**config.mk**
```make
export PLATFORM = sky130hd
export DESIGN_NAME = load_store_unit
export DESIGN_NICKNAME = d
export VERILOG_FILES = /design/src/rtl/lsu_pkg.sv /design/src/rtl/load_store_unit_align.sv /design/src/rtl/load_store_unit.sv
export SDC_FILE = /design/constraint.sdc
export NUM_CORES = 1
export LEC_CHECK = 0
export CELL_PAD_IN_SITES_DETAIL_PLACEMENT = 2
export CELL_PAD_IN_SITES_GLOBAL_PLACEMENT = 2
export CORE_MARGIN = 1
export CORE_UTILIZATION = 31
export CTS_CLUSTER_SIZE = 14
export DETAILED_ROUTE_END_ITERATION = 10
export PLACE_DENSITY_LB_ADDON = 0.1
export REMOVE_ABC_BUFFERS = 1
export SYNTH_ARGS = -nofsm -noshare
export SYNTH_HDL_FRONTEND = slang
export SYNTH_SLANG_ARGS = --single-unit
```
**constraint.sdc**
```tcl
create_clock -name clock -period 5.79 [get_ports clock]
set_clock_uncertainty 0.1 [all_clocks]
set_input_delay 1.158 -clock clock [delete_from_list [all_inputs] [get_ports clock]]
set_output_delay 1.158 -clock clock [all_outputs]
set_load 0.01 [all_outputs]
```
**src/rtl/lsu_pkg.sv**
```systemverilog
// Purpose: shared types and helpers for the load/store unit.
//   - RV32I func3 encodings (F3_B..F3_HU)
//   - lsu_state_t: FSM encoding (IDLE, BEAT0, BEAT1)
//   - is_crossing / func3_legal / size_mask: request decode helpers
package lsu_pkg;

    localparam logic [2:0] F3_B  = 3'b000;
    localparam logic [2:0] F3_H  = 3'b001;
    localparam logic [2:0] F3_W  = 3'b010;
    localparam logic [2:0] F3_BU = 3'b100;
    localparam logic [2:0] F3_HU = 3'b101;

    typedef enum logic [1:0] {
        S_IDLE  = 2'd0,
        S_BEAT0 = 2'd1,
        S_BEAT1 = 2'd2
    } lsu_state_t;

    // Access spills into the next word
    function automatic logic is_crossing(input logic [2:0] func3, input logic [1:0] off);
        logic r;
        case (func3)
            F3_H, F3_HU: r = (off == 2'd3);
            F3_W:        r = (off != 2'd0);
            default:     r = 1'b0;
        endcase
        return r;
    endfunction

    // Unsigned widths are load-only
    function automatic logic func3_legal(input logic [2:0] func3, input logic is_store);
        logic r;
        case (func3)
            F3_B, F3_H, F3_W: r = 1'b1;
            F3_BU, F3_HU:     r = !is_store;
            default:          r = 1'b0;
        endcase
        return r;
    endfunction

    // Unshifted byte-enable pattern for the access size
    function automatic logic [3:0] size_mask(input logic [2:0] func3);
        logic [3:0] r;
        case (func3[1:0])
            2'b00:   r = 4'b0001;
            2'b01:   r = 4'b0011;
            default: r = 4'b1111;
        endcase
        return r;
    endfunction

endpackage

```
**src/rtl/load_store_unit_align.sv**
```systemverilog
// Purpose: combinational lane logic for the load/store unit.
//   i_func3, i_off     : access width and byte offset
//   i_store_data       : LSB-aligned store data
//   i_load_buf         : 64-bit assembly buffer (beat0 word low, beat1 word high)
//   o_be0 / o_be1      : byte enables for beat 0 / beat 1
//   o_wdata0 / o_wdata1: lane-shifted store data for beat 0 / beat 1
//   o_load_data        : extracted and extended load result
module lsu_align
    import lsu_pkg::*;
(
    input  logic [2:0]  i_func3,
    input  logic [1:0]  i_off,
    input  logic [31:0] i_store_data,
    input  logic [63:0] i_load_buf,
    output logic [3:0]  o_be0,
    output logic [3:0]  o_be1,
    output logic [31:0] o_wdata0,
    output logic [31:0] o_wdata1,
    output logic [31:0] o_load_data
);

    logic [63:0] w_wdata_wide;
    logic [7:0]  w_be_wide;
    logic [31:0] w_raw;

    // Shift across a two-word window; the upper half feeds beat 1
    assign w_wdata_wide = {32'h0, i_store_data} << {i_off, 3'b000};
    assign w_be_wide    = {4'h0, size_mask(i_func3)} << i_off;

    assign o_wdata0 = w_wdata_wide[31:0];
    assign o_wdata1 = w_wdata_wide[63:32];
    assign o_be0    = w_be_wide[3:0];
    assign o_be1    = w_be_wide[7:4];

    assign w_raw = 32'(i_load_buf >> {i_off, 3'b000});

    always_comb begin
        o_load_data = w_raw;
        case (i_func3)
            F3_B:    o_load_data = {{24{w_raw[7]}}, w_raw[7:0]};
            F3_H:    o_load_data = {{16{w_raw[15]}}, w_raw[15:0]};
            F3_BU:   o_load_data = {24'h0, w_raw[7:0]};
            F3_HU:   o_load_data = {16'h0, w_raw[15:0]};
            default: o_load_data = w_raw;
        endcase
    end

endmodule

```
**src/rtl/load_store_unit.sv**
```systemverilog
// Purpose: memory-stage load/store front end. Converts RV32I byte-addressed
// loads/stores into word beats with byte enables, splits word-crossing
// accesses into two beats, and returns a registered load result or fault.
//   clock, reset (sync, active-high)
//   req*  : request from EX/MEM, reqReady stalls upstream
//   mem*  : word-organised data memory port (combinational read data)
//   resp* : one-cycle response pulse to MEM/WB
module load_store_unit
    import lsu_pkg::*;
#(
    parameter int unsigned ADDR_W = 10
) (
    input  logic              clock,
    input  logic              reset,
    input  logic              reqValid,
    output logic              reqReady,
    input  logic              reqLoad,
    input  logic              reqStore,
    input  logic [2:0]        reqFunc3,
    input  logic [31:0]       reqAddr,
    input  logic [31:0]       reqStoreData,
    input  logic [4:0]        reqRd,
    output logic [ADDR_W-1:0] memWordAddr,
    output logic              memReadEnable,
    output logic              memWriteEnable,
    output logic [3:0]        memByteEnable,
    output logic [31:0]       memWriteData,
    input  logic [31:0]       memReadData,
    output logic              respValid,
    output logic              respFault,
    output logic [31:0]       respData,
    output logic [4:0]        respRd
);

    lsu_state_t        r_state;
    logic [ADDR_W-1:0] r_word;
    logic [1:0]        r_off;
    logic [2:0]        r_func3;
    logic              r_load;
    logic              r_store;
    logic              r_fault;
    logic              r_cross;
    logic [31:0]       r_store_data;
    logic [4:0]        r_rd;
    logic [31:0]       r_buf_lo;
    logic              r_resp_valid;
    logic              r_resp_fault;
    logic [31:0]       r_resp_data;
    logic [4:0]        r_resp_rd;

    logic              w_ready;
    logic              w_accept;
    logic              w_req_fault;
    logic              w_beat_active;
    logic [3:0]        w_be0;
    logic [3:0]        w_be1;
    logic [31:0]       w_wdata0;
    logic [31:0]       w_wdata1;
    logic [31:0]       w_beat0_lanes;
    logic [63:0]       w_load_buf;
    logic [31:0]       w_load_data;
    logic              w_unused;

    assign w_unused = ^reqAddr[31:ADDR_W+2];

    assign w_ready  = (r_state == S_IDLE) || (r_state == S_BEAT1) ||
                      ((r_state == S_BEAT0) && !r_cross);
    assign w_accept = reqValid && w_ready && (reqLoad || reqStore);
    assign w_req_fault = (reqLoad && reqStore) || !func3_legal(reqFunc3, reqStore);

    assign reqReady = w_ready;

    // Faulted requests hold the FSM for one cycle but never touch memory
    assign w_beat_active = !reset && !r_fault &&
                           ((r_state == S_BEAT0) || (r_state == S_BEAT1));

    assign memReadEnable  = w_beat_active && r_load;
    assign memWriteEnable = w_beat_active && r_store;
    assign memWordAddr    = (r_state == S_BEAT1) ? r_word + ADDR_W'(1) : r_word;
    assign memByteEnable  = !w_beat_active ? 4'h0 :
                            (r_state == S_BEAT1) ? w_be1 : w_be0;
    assign memWriteData   = (r_state == S_BEAT1) ? w_wdata1 : w_wdata0;

    // Only lanes at or above the offset belong to this access
    always_comb begin
        w_beat0_lanes = 32'h0;
        for (int i = 0; i < 4; i++) begin
            if (2'(i) >= r_off) begin
                w_beat0_lanes[8*i +: 8] = memReadData[8*i +: 8];
            end
        end
    end

    assign w_load_buf = (r_state == S_BEAT1) ? {memReadData, r_buf_lo}
                                             : {32'h0, w_beat0_lanes};

    lsu_align u_align (
        .i_func3      (r_func3),
        .i_off        (r_off),
        .i_store_data (r_store_data),
        .i_load_buf   (w_load_buf),
        .o_be0        (w_be0),
        .o_be1        (w_be1),
        .o_wdata0     (w_wdata0),
        .o_wdata1     (w_wdata1),
        .o_load_data  (w_load_data)
    );

    // FSM, request capture and response registers
    always_ff @(posedge clock) begin
        if (reset) begin
            r_state      <= S_IDLE;
            r_resp_valid <= 1'b0;
            r_resp_fault <= 1'b0;
            r_resp_data  <= 32'h0;
            r_resp_rd    <= 5'd0;
        end else begin
            r_resp_valid <= 1'b0;
            r_resp_fault <= 1'b0;

            case (r_state)
                S_IDLE: begin
                    if (w_accept) r_state <= S_BEAT0;
                end
                S_BEAT0: begin
                    if (r_fault) begin
                        r_resp_valid <= 1'b1;
                        r_resp_fault <= 1'b1;
                        r_resp_data  <= 32'h0;
                        r_resp_rd    <= r_rd;
                        r_state      <= w_accept ? S_BEAT0 : S_IDLE;
                    end else if (r_cross) begin
                        r_buf_lo <= w_beat0_lanes;
                        r_state  <= S_BEAT1;
                    end else begin
                        if (r_load) begin
                            r_resp_valid <= 1'b1;
                            r_resp_data  <= w_load_data;
                            r_resp_rd    <= r_rd;
                        end
                        r_state <= w_accept ? S_BEAT0 : S_IDLE;
                    end
                end
                S_BEAT1: begin
                    if (r_load) begin
                        r_resp_valid <= 1'b1;
                        r_resp_data  <= w_load_data;
                        r_resp_rd    <= r_rd;
                    end
                    r_state <= w_accept ? S_BEAT0 : S_IDLE;
                end
                default: r_state <= S_IDLE;
            endcase

            if (w_accept) begin
                r_word       <= reqAddr[ADDR_W+1:2];
                r_off        <= reqAddr[1:0];
                r_func3      <= reqFunc3;
                r_load       <= reqLoad;
                r_store      <= reqStore;
                r_fault      <= w_req_fault;
                r_cross      <= is_crossing(reqFunc3, reqAddr[1:0]) && !w_req_fault;
                r_store_data <= reqStoreData;
                r_rd         <= reqRd;
            end
        end
    end

    assign respValid = r_resp_valid;
    assign respFault = r_resp_fault;
    assign respData  = r_resp_data;
    assign respRd    = r_resp_rd;

endmodule

```
Word level (Yosys, flattened, before mapping)
Index checks and enable logic that the tools add are counted.
- equal/unequal tests: 13
- $lt $le $gt $ge: 4
- $add $sub $neg: 1
- reduce and logical (&&, ||, !) cells: 33
- bitwise logic cells: 3
- muxes and demuxes: 33
- shift operators: 3
- operator list (kind ; count):
    $mux 32 ; 4
    $pmux 32 s4 ; 1
    $mux 64 ; 1
    $pmux 32 s2 ; 1
    $shl 32x5->64 ; 1
    $shr 64x5->32 ; 1
    $mux 8 ; 4
    $mux 5 ; 3
    $eq 3x3->1 const B ; 4
    $add 10x1->10 const B ; 1
    $mux 10 ; 1
    $pmux 5 s2 ; 1
    $logic_and 1x1->1 ; 9
    $mux 4 ; 2
    $pmux 4 s2 ; 1
    $shl 4x2->8 ; 1
    $mux 1 ; 7
    $eq 3x1->1 const B ; 2
    $logic_not 1->1 ; 6
    $logic_not 3->1 ; 2
    $mux 2 ; 3
    $pmux 1 s2 ; 3
    $pmux 2 s3 ; 1
    $reduce_or 2->1 ; 3
    14 further kinds ; 27
- word-level logic and storage cells: 105
- output and inout bits: 88
- bits in registers: 129

Depth between registers and ports, before layout
Gate-level depths: netlist of the first run.
- word-level depth: 9
- depth in mapped cells: 10

Modules after synthesis
From an unflattened synthesis of the first run, not the netlist that was laid out.
- cells, all modules: 705
- area, all modules: 8135.3 µm²
- modules (own cells, without submodules) (module ; cells an instance ; area an instance (µm²) ; instances):
    load_store_unit ; 463 ; 6082.1 ; 1
    lsu_align ; 242 ; 2053.2 ; 1

Least setup slack after synthesis of the first run
OpenSTA, ideal clock, no wires.
- path kind: input -> register
- start: input port reset
- end: register r_cross (enable)
- path buffers: 2
- data arrival time: 3.880 ns
- library setup time: 0.470 ns
- stages: 3
- path slack: 1.340 ns
- data required time: 5.220 ns
- cell sequence: clkbuf_1 > clkbuf_1 > nor2_1
- longest elaborated chain between the ends: 2
- RTL lines (what ; line ; RTL):
    start: declaration ; load_store_unit.sv:14 ; input logic reset,
    $not 1->1 (no source line) ; n/a ;
    $reduce_and 2->1 (no source line) ; n/a ;
    end signal: assignment ; load_store_unit.sv:162 ; r_cross <= is_crossing(reqFunc3, reqAddr[1:0]) && !w_req_fault;
    end: declaration ; load_store_unit.sv:42 ; logic r_cross;
Every way passes these cells.
A chain may end at the register's enable or synchronous reset.

Final worst setup path of the first run
- start: register r_off[1]
- end: output port memByteEnable[2]
- longest elaborated chain between the ends: 3
- RTL lines (what ; line ; RTL):
    start: declaration ; load_store_unit.sv:37 ; logic [1:0] r_off;
    start signal: assignment ; load_store_unit.sv:157 ; r_off <= reqAddr[1:0];
    $shl 4x2->8 ; load_store_unit_align.sv:28 ; assign w_be_wide = {4'h0, size_mask(i_func3)} << i_off;
    $mux 4 ; load_store_unit.sv:81 ; (r_state == S_BEAT1) ? w_be1 : w_be0;
    $mux 4 ; load_store_unit.sv:80 ; assign memByteEnable = !w_beat_active ? 4'h0 :
    end: declaration ; load_store_unit.sv:26 ; output logic [3:0] memByteEnable,
Every way passes these cells.

==> impl_metrics.yaml, run 1 <==
cells_and_area:
  diodes: 0
  stdcell_count: 1155
  nets: 943
  area_growth_pct: 36.00
  drive_above_1_share_pct: 12.95
synth:
  synth_top_area_cell: "edfxtp_1"
  synth_top_area_share_pct: 36.08
  synth_warnings: 0
  async_flop_share_pct: 0
  synth_area_sq_um: 7323
  synth-edff-count: 88
  yosys.cell_count.top_type: "edfxtp_1"
  synth_top_flop_cell: "edfxtp_1"
  syn_inst: 673
  synth_cell_type_count: 54
  synth_common_cells: "edfxtp_1 (88), nand2_1 (71), mux2i_1 (53), a21oi_1 (52), dfxtp_1 (41)"
  seq_area_frac_synth_pct: 47.29
  ys_ff_latch: 129
  synth.avg_cell_area_sq_um: 10.88
  yosys-top-cells-area: "edfxtp_1 (36%), dfxtp_1 (11%), mux2i_1 (7.2%)"
grt:
  antenna_found_initial: 0
  grt_pass1_vias: 7059
  grt_pass1_wl_um: 40570
  grt_overflow: 0
  grtUsageTotal_pct: 22.29
  grt_max_degree: 57
cts:
  htreeDepth: 4
  cts_root_buf: "clkbuf_16"
  cts_made_buffers: 17
  cts_tree: "built"
  ctsHoldBuffers: 0
  clk_pin_slew_ps: 60
  clock_sinks: 129
  cts_buffer_depth: 2
  clk_latency_ps: 420
  post_cts_resized: 0
  postCtsSetupRepairBufs: 0
die:
  core_area_sq_um: 22920
  chipHeight_um: 155.7
  initial_core_util_pct: 31.96
  num_rows: 55
  die_area_sq_um: 24240
  top_level_ports: 197
  die_x_um: 155.7
power_and_ir_drop:
  power_density_nw_per_um2: 257.8
  clkPwrFrac_pct: 46.4
  seqPwrFrac_pct: 40.3
  worst_ir_drop_vdd_mv: 0.1612
  p_int_mw: 1.925
  switching_share_pct: 25.03
  netSwitchingPower_uw: 642.8
  p_comb_share_pct: 13.3
  p_leak_nw: 3.454
critical_path:
  critPathKind: "reg2out"
  end_kind: "primary output"
  worstSetupStartpoint: "r_off[1]$_DFFE_PP_"
  worstPathRequired_ps: 4530
  start_kind: "flip-flop"
  r2r-start: "r_off[0]$_DFFE_PP_"
  cp.arrival_ps: 3260
  crit_path_max_fanout: 32
  rrSetupSlack_ps: 1960
sta:
  relSlewSlack_pct: 20.62
  hold_ws_ps: 387.7
  slew_violations: 0
  rsz0062_at_grt: "false"
  tightest_slew_ps: 1187
  fin_ws_ps: 1275
  min_period_ps: 4515
  timing.fmax_mhz: 221.5
  final.setup.tns_ps: 0
  hold_viol_final: 0
  setup_viol: 0
  post-route-period-util_pct: 77.98
routing:
  vias: 6245
  wire_per_inst_um: 22.64
  drc: 0
  drtIter0Drc: 300
  wl_um: 26150
  firstDrtPassIters: 7
  via_per_inst: 5.407
  ant_nets: 0
place:
  dp_hpwl_um: 17670
  numPlacedInstances: 1123
  portBuffers: 176
  dp_slack_ps: 1688
  gp_congestion: 0.7866
hold_path:
  hold_class: "reg2reg"
  hold_start: "r_rd[0]$_DFFE_PP_"
job:
  cap_violations: 0
outcome:
  status: "completed"
## metal layers
metal | vias to the layer above | global-route usage [%] | share of wire, %
met5 | - | 0 | 0
met2 | 162 | 39.59 | 51
li1 | 2882 | - | -
met4 | 0 | 6.116 | 1.2
met3 | 21 | 4.361 | 4.1
met1 | 3180 | 27.38 | 44
## placed cells by master (no fill, tap or decap), types with 5 or more instances in the layout
cell / count
o211a_1: 7
a21oi_1: 52
o21ai_0: 33
inv_1: 6
or3b_1: 5
and3_1: 16
mux2i_1: 53
nor3_1: 8
nand2_1: 71
clkdlybuf4s50_1: 175
and2_1: 17
a221oi_1: 12
nor2b_1: 18
nor2_1: 29
o2bb2ai_1: 13
edfxtp_1: 88
o22ai_1: 9
clkbuf_16: 17
nand3_1: 13
a22oi_1: 8
xnor2_1: 7
a32oi_1: 5
nand2b_1: 11
mux2_2: 28
dfxtp_1: 41
mux4_2: 11
a222oi_1: 10
a221oi_2: 10
buf_4: 15
## registers in the layout, summed over array words and instances, names as in the netlist, 2 cells and up
name          count
r_word           10
respRd            5
respData         32
r_state           2
r_store_data     32
r_buf_lo         32
r_off             2
r_func3           3
r_rd              5
## per-stage QoR
step                area, sq um  total power [mW]  utilization (%)
detailed placement         9316             1.397            40.66
floorplan                  7027             1.211                -
CTS                        9960             2.595            43.46
finish                     9960             2.568            43.46
global route               9960             2.657            43.46
global placement           9316             1.383            40.66
## power by group through the flow
stage | sequential (mW) | combinational [mW] | clock [mW]
after floorplan | 1.06 | 0.150 | 0
after global routing | 1.04 | 0.368 | 1.25
final | 1.04 | 0.341 | 1.19
after global placement | 1.05 | 0.330 | 0
after detailed placement | 1.06 | 0.341 | 0
after CTS | 1.04 | 0.345 | 1.21
## worst max-delay path: stages (launching register included)
cell and delay (ps):
edfxtp_1 710, buf_4 490, and3_1 710, a21o_1 150
nand2_1 50, a21oi_1 150, clkdlybuf4s50_1 560
## final cells by class
class                   instances  area (sq um)
multi-input cells             484          3570
flip-flops and latches        129          3463
clock inverters                13         200.2
clock buffers                  19         442.9
fillers                      2343         12960
repair buffers                191          1869
well taps                     313         391.6
inverters                       6         22.52
## cells by family (layout without fill, tap and decap cells)
family / after synthesis / count (layout) / synth area share, %
compound gates: 173 / 173 / 17.43
xor+xnor: 9 / 9 / 1.076
fa+ha+maj: 5 / 5 / 0.8543
buf+inv: 60 / 229 / 4.357
flops: 129 / 129 / 47.29
simple gates: 205 / 205 / 14.06
mux: 92 / 92 / 14.93
## worst paths after layout
check                                   end  cells past startpoint
setup / recovery           memByteEnable[2]                      6
setup reg to reg  respData[20]$_SDFFE_PP0P_                      7
hold / removal       respRd[0]$_SDFFE_PP0P_                      2
hold reg to reg      respRd[0]$_SDFFE_PP0P_                      2
Note: power is estimated with default switching activity, not from simulation.
==> run 2: changes to the inputs <==
--- a/config.mk
+++ b/config.mk
@@ -8,7 +8,7 @@
 export CELL_PAD_IN_SITES_DETAIL_PLACEMENT = 2
 export CELL_PAD_IN_SITES_GLOBAL_PLACEMENT = 2
 export CORE_MARGIN = 1
-export CORE_UTILIZATION = 31
+export CORE_UTILIZATION = 28
 export CTS_CLUSTER_SIZE = 14
 export DETAILED_ROUTE_END_ITERATION = 10
 export PLACE_DENSITY_LB_ADDON = 0.1
==> constraint.sdc (replaced) <==
create_clock -name clock -period 4.05 [get_ports clock]
set_clock_uncertainty 0.1 [all_clocks]
set_input_delay 0.81 -clock clock [delete_from_list [all_inputs] [get_ports clock]]
set_output_delay 0.81 -clock clock [all_outputs]
set_load 0.01 [all_outputs]
==> run 2 against run 1 <==
  * Via count about the same
  * Sequential cell count unchanged
  * Final cell count increased by 2.3%
  * Critical path depth up 3
  * Final area increased by 1.2%
  * Register-to-register slack worse by 1100 ps
  * Sequential power up 42%
  * Clock power increased by 45%
  * Non-clock buffer count grew 10
  * Core utilization shrank 3.8 points
  * Sequential share of layout area shrank 0.43 points
  * Critical endpoint is now memWriteData[17]
  * Largest power group unchanged
==> impl_metrics.yaml, run 2 (synthesis gave the netlist of run 1 again) <==
cts:
  cts_made_buffers: 17
  postCtsSetupRepairBufs: 0
  htreeDepth: 4
  clock_sinks: 129
  cts_root_buf: "clkbuf_16"
  post_cts_resized: 0
  cts_tree: "built"
  cts_buffer_depth: 2
  clk_pin_slew_ps: 60
  clk_latency_ps: 420
  ctsHoldBuffers: 0
place:
  portBuffers: 176
  dp_hpwl_um: 18050
  numPlacedInstances: 1150
  gp_congestion: 0.7642
sta:
  min_period_ps: 3689
  hold_ws_ps: 396.8
  post-route-period-util_pct: 91.10
  hold_viol_final: 0
  setup_viol: 0
  timing.fmax_mhz: 271.0
  rsz0062_at_grt: "false"
  slew_violations: 0
  tightest_slew_ps: 959.7
  relSlewSlack_pct: 35.87
grt:
  grtUsageTotal_pct: 20.11
  grt_overflow: 0
  grt_pass1_wl_um: 40310
  grt_pass1_vias: 6884
  antenna_found_initial: 1
  grt_max_degree: 46
die:
  chipHeight_um: 163.7
  die_area_sq_um: 26810
  num_rows: 58
  core_area_sq_um: 25400
  top_level_ports: 197
  die_x_um: 163.7
  initial_core_util_pct: 28.83
critical_path:
  end_kind: "primary output"
  r2r-end: "respData[27]$_SDFFE_PP0P_"
  start_kind: "flip-flop"
  r2r-start: "r_state[0]$_SDFFE_PP0P_"
  crit_path_max_fanout: 24
  worstPathRequired_ps: 3140
  cp.arrival_ps: 2780
  rr_worst_depth: 7
  critPathKind: "reg2out"
  rrSetupSlack_ps: 840
power_and_ir_drop:
  worst_ir_drop_vdd_mv: 0.2132
  power_density_nw_per_um2: 366.4
  p_leak_nw: 3.519
hold_path:
  hold_class: "reg2reg"
  min_to: "respRd[0]$_SDFFE_PP0P_"
  hold_start: "r_rd[0]$_DFFE_PP_"
  min_path_cells: 2
cells_and_area:
  fillers: 2685
  diodes: 0
  nets: 953
  drive_above_1_share_pct: 14.08
  area_growth_pct: 37.69
  layout_common_cells: "clkdlybuf4s50_1 (175), edfxtp_1 (88), nand2_1 (71)"
  final_common_cell: "clkdlybuf4s50_1"
  stdcell_count: 1182
routing:
  drc: 0
  vias: 6251
  via_per_inst: 5.288
  wire_per_inst_um: 22.07
  ant_nets: 0
  drtIter0Drc: 271
  wl_um: 26090
  firstDrtPassIters: 5
outcome:
  status: "completed"
job:
  cap_violations: 0
run 2: cell types whose count changed in the layout (fill, tap and decap cells not counted), sizes merged:
cell	change
buf	+10
clkbuf	-1
clkinv	+3
clkinvlp	-1
inv	-1
run 2: how the worst max path moves through the flow:
stage                                       start           endpoint  slack (ps)  cells after the start
after floorplan           r_state[0]$_SDFFE_PP0P_  r_cross$_DFFE_PP_       -2130                      6
after global placement                      reset   memByteEnable[3]         720                      5
after detailed placement                    reset   memByteEnable[3]         690                      5
after CTS                 r_state[0]$_SDFFE_PP0P_     memWordAddr[4]         280                      6
after global routing      r_state[0]$_SDFFE_PP0P_     memWordAddr[4]         140                      6
final                     r_state[0]$_SDFFE_PP0P_   memWriteData[17]         360                      9
run 2: per-layer routing:
layer	part of all wire (%)	up-vias	routed length (um)	track usage [%]
met5	0.031	-	8	0
met1	43	3185	11340	25.05
met3	4.6	19	1208	4.242
met2	51	158	13260	35.19
met4	1.0	2	271	4.966
li1	-	2887	-	-
run 2: critical path: stages (launching register included):
cell             delay, ps
dfxtp_1                340
inv_1                  120
ha_4                   390
inv_1                  140
buf_4                  230
nor2_1                 120
buf_4                  180
nand2_1                 70
o21ai_0                140
clkdlybuf4s50_1        600
run 2: final cells by class:
| type | count | area [sq um] | area share (%) |
|---|---|---|---|
| clock buffer | 18 | 450.4 | 4.467 |
| inverter | 6 | 22.52 | 0.2234 |
| sequential | 129 | 3463 | 34.35 |
| multi-input combinational | 484 | 3575 | 35.45 |
| timing repair buffer | 201 | 1957 | 19.41 |
| tap | 330 | 412.9 | 4.095 |
| clock inverter | 14 | 202.7 | 2.010 |
run 2: through the flow:
step                      power (mW)  setup WS [ps]  area (sq um)  setup TNS [ps]  utilization (%)
after floorplan                1.731          -2127          7027         -131230                -
after global placement         1.981          715.3          9430               0            37.13
after detailed placement       1.999          690.4          9430               0            37.13
after CTS                      3.742          281.3         10080               0            39.70
after global routing           3.838          136.6         10080               0            39.70
final                          3.694          360.6         10080               0            39.70
run 2: where the power goes:
group	switching [mW]	internal [mW]	leakage (nW)
combinational	0.245	0.246	2.06
sequential	0.0284	1.45	1.14
clock	0.648	1.08	0.322
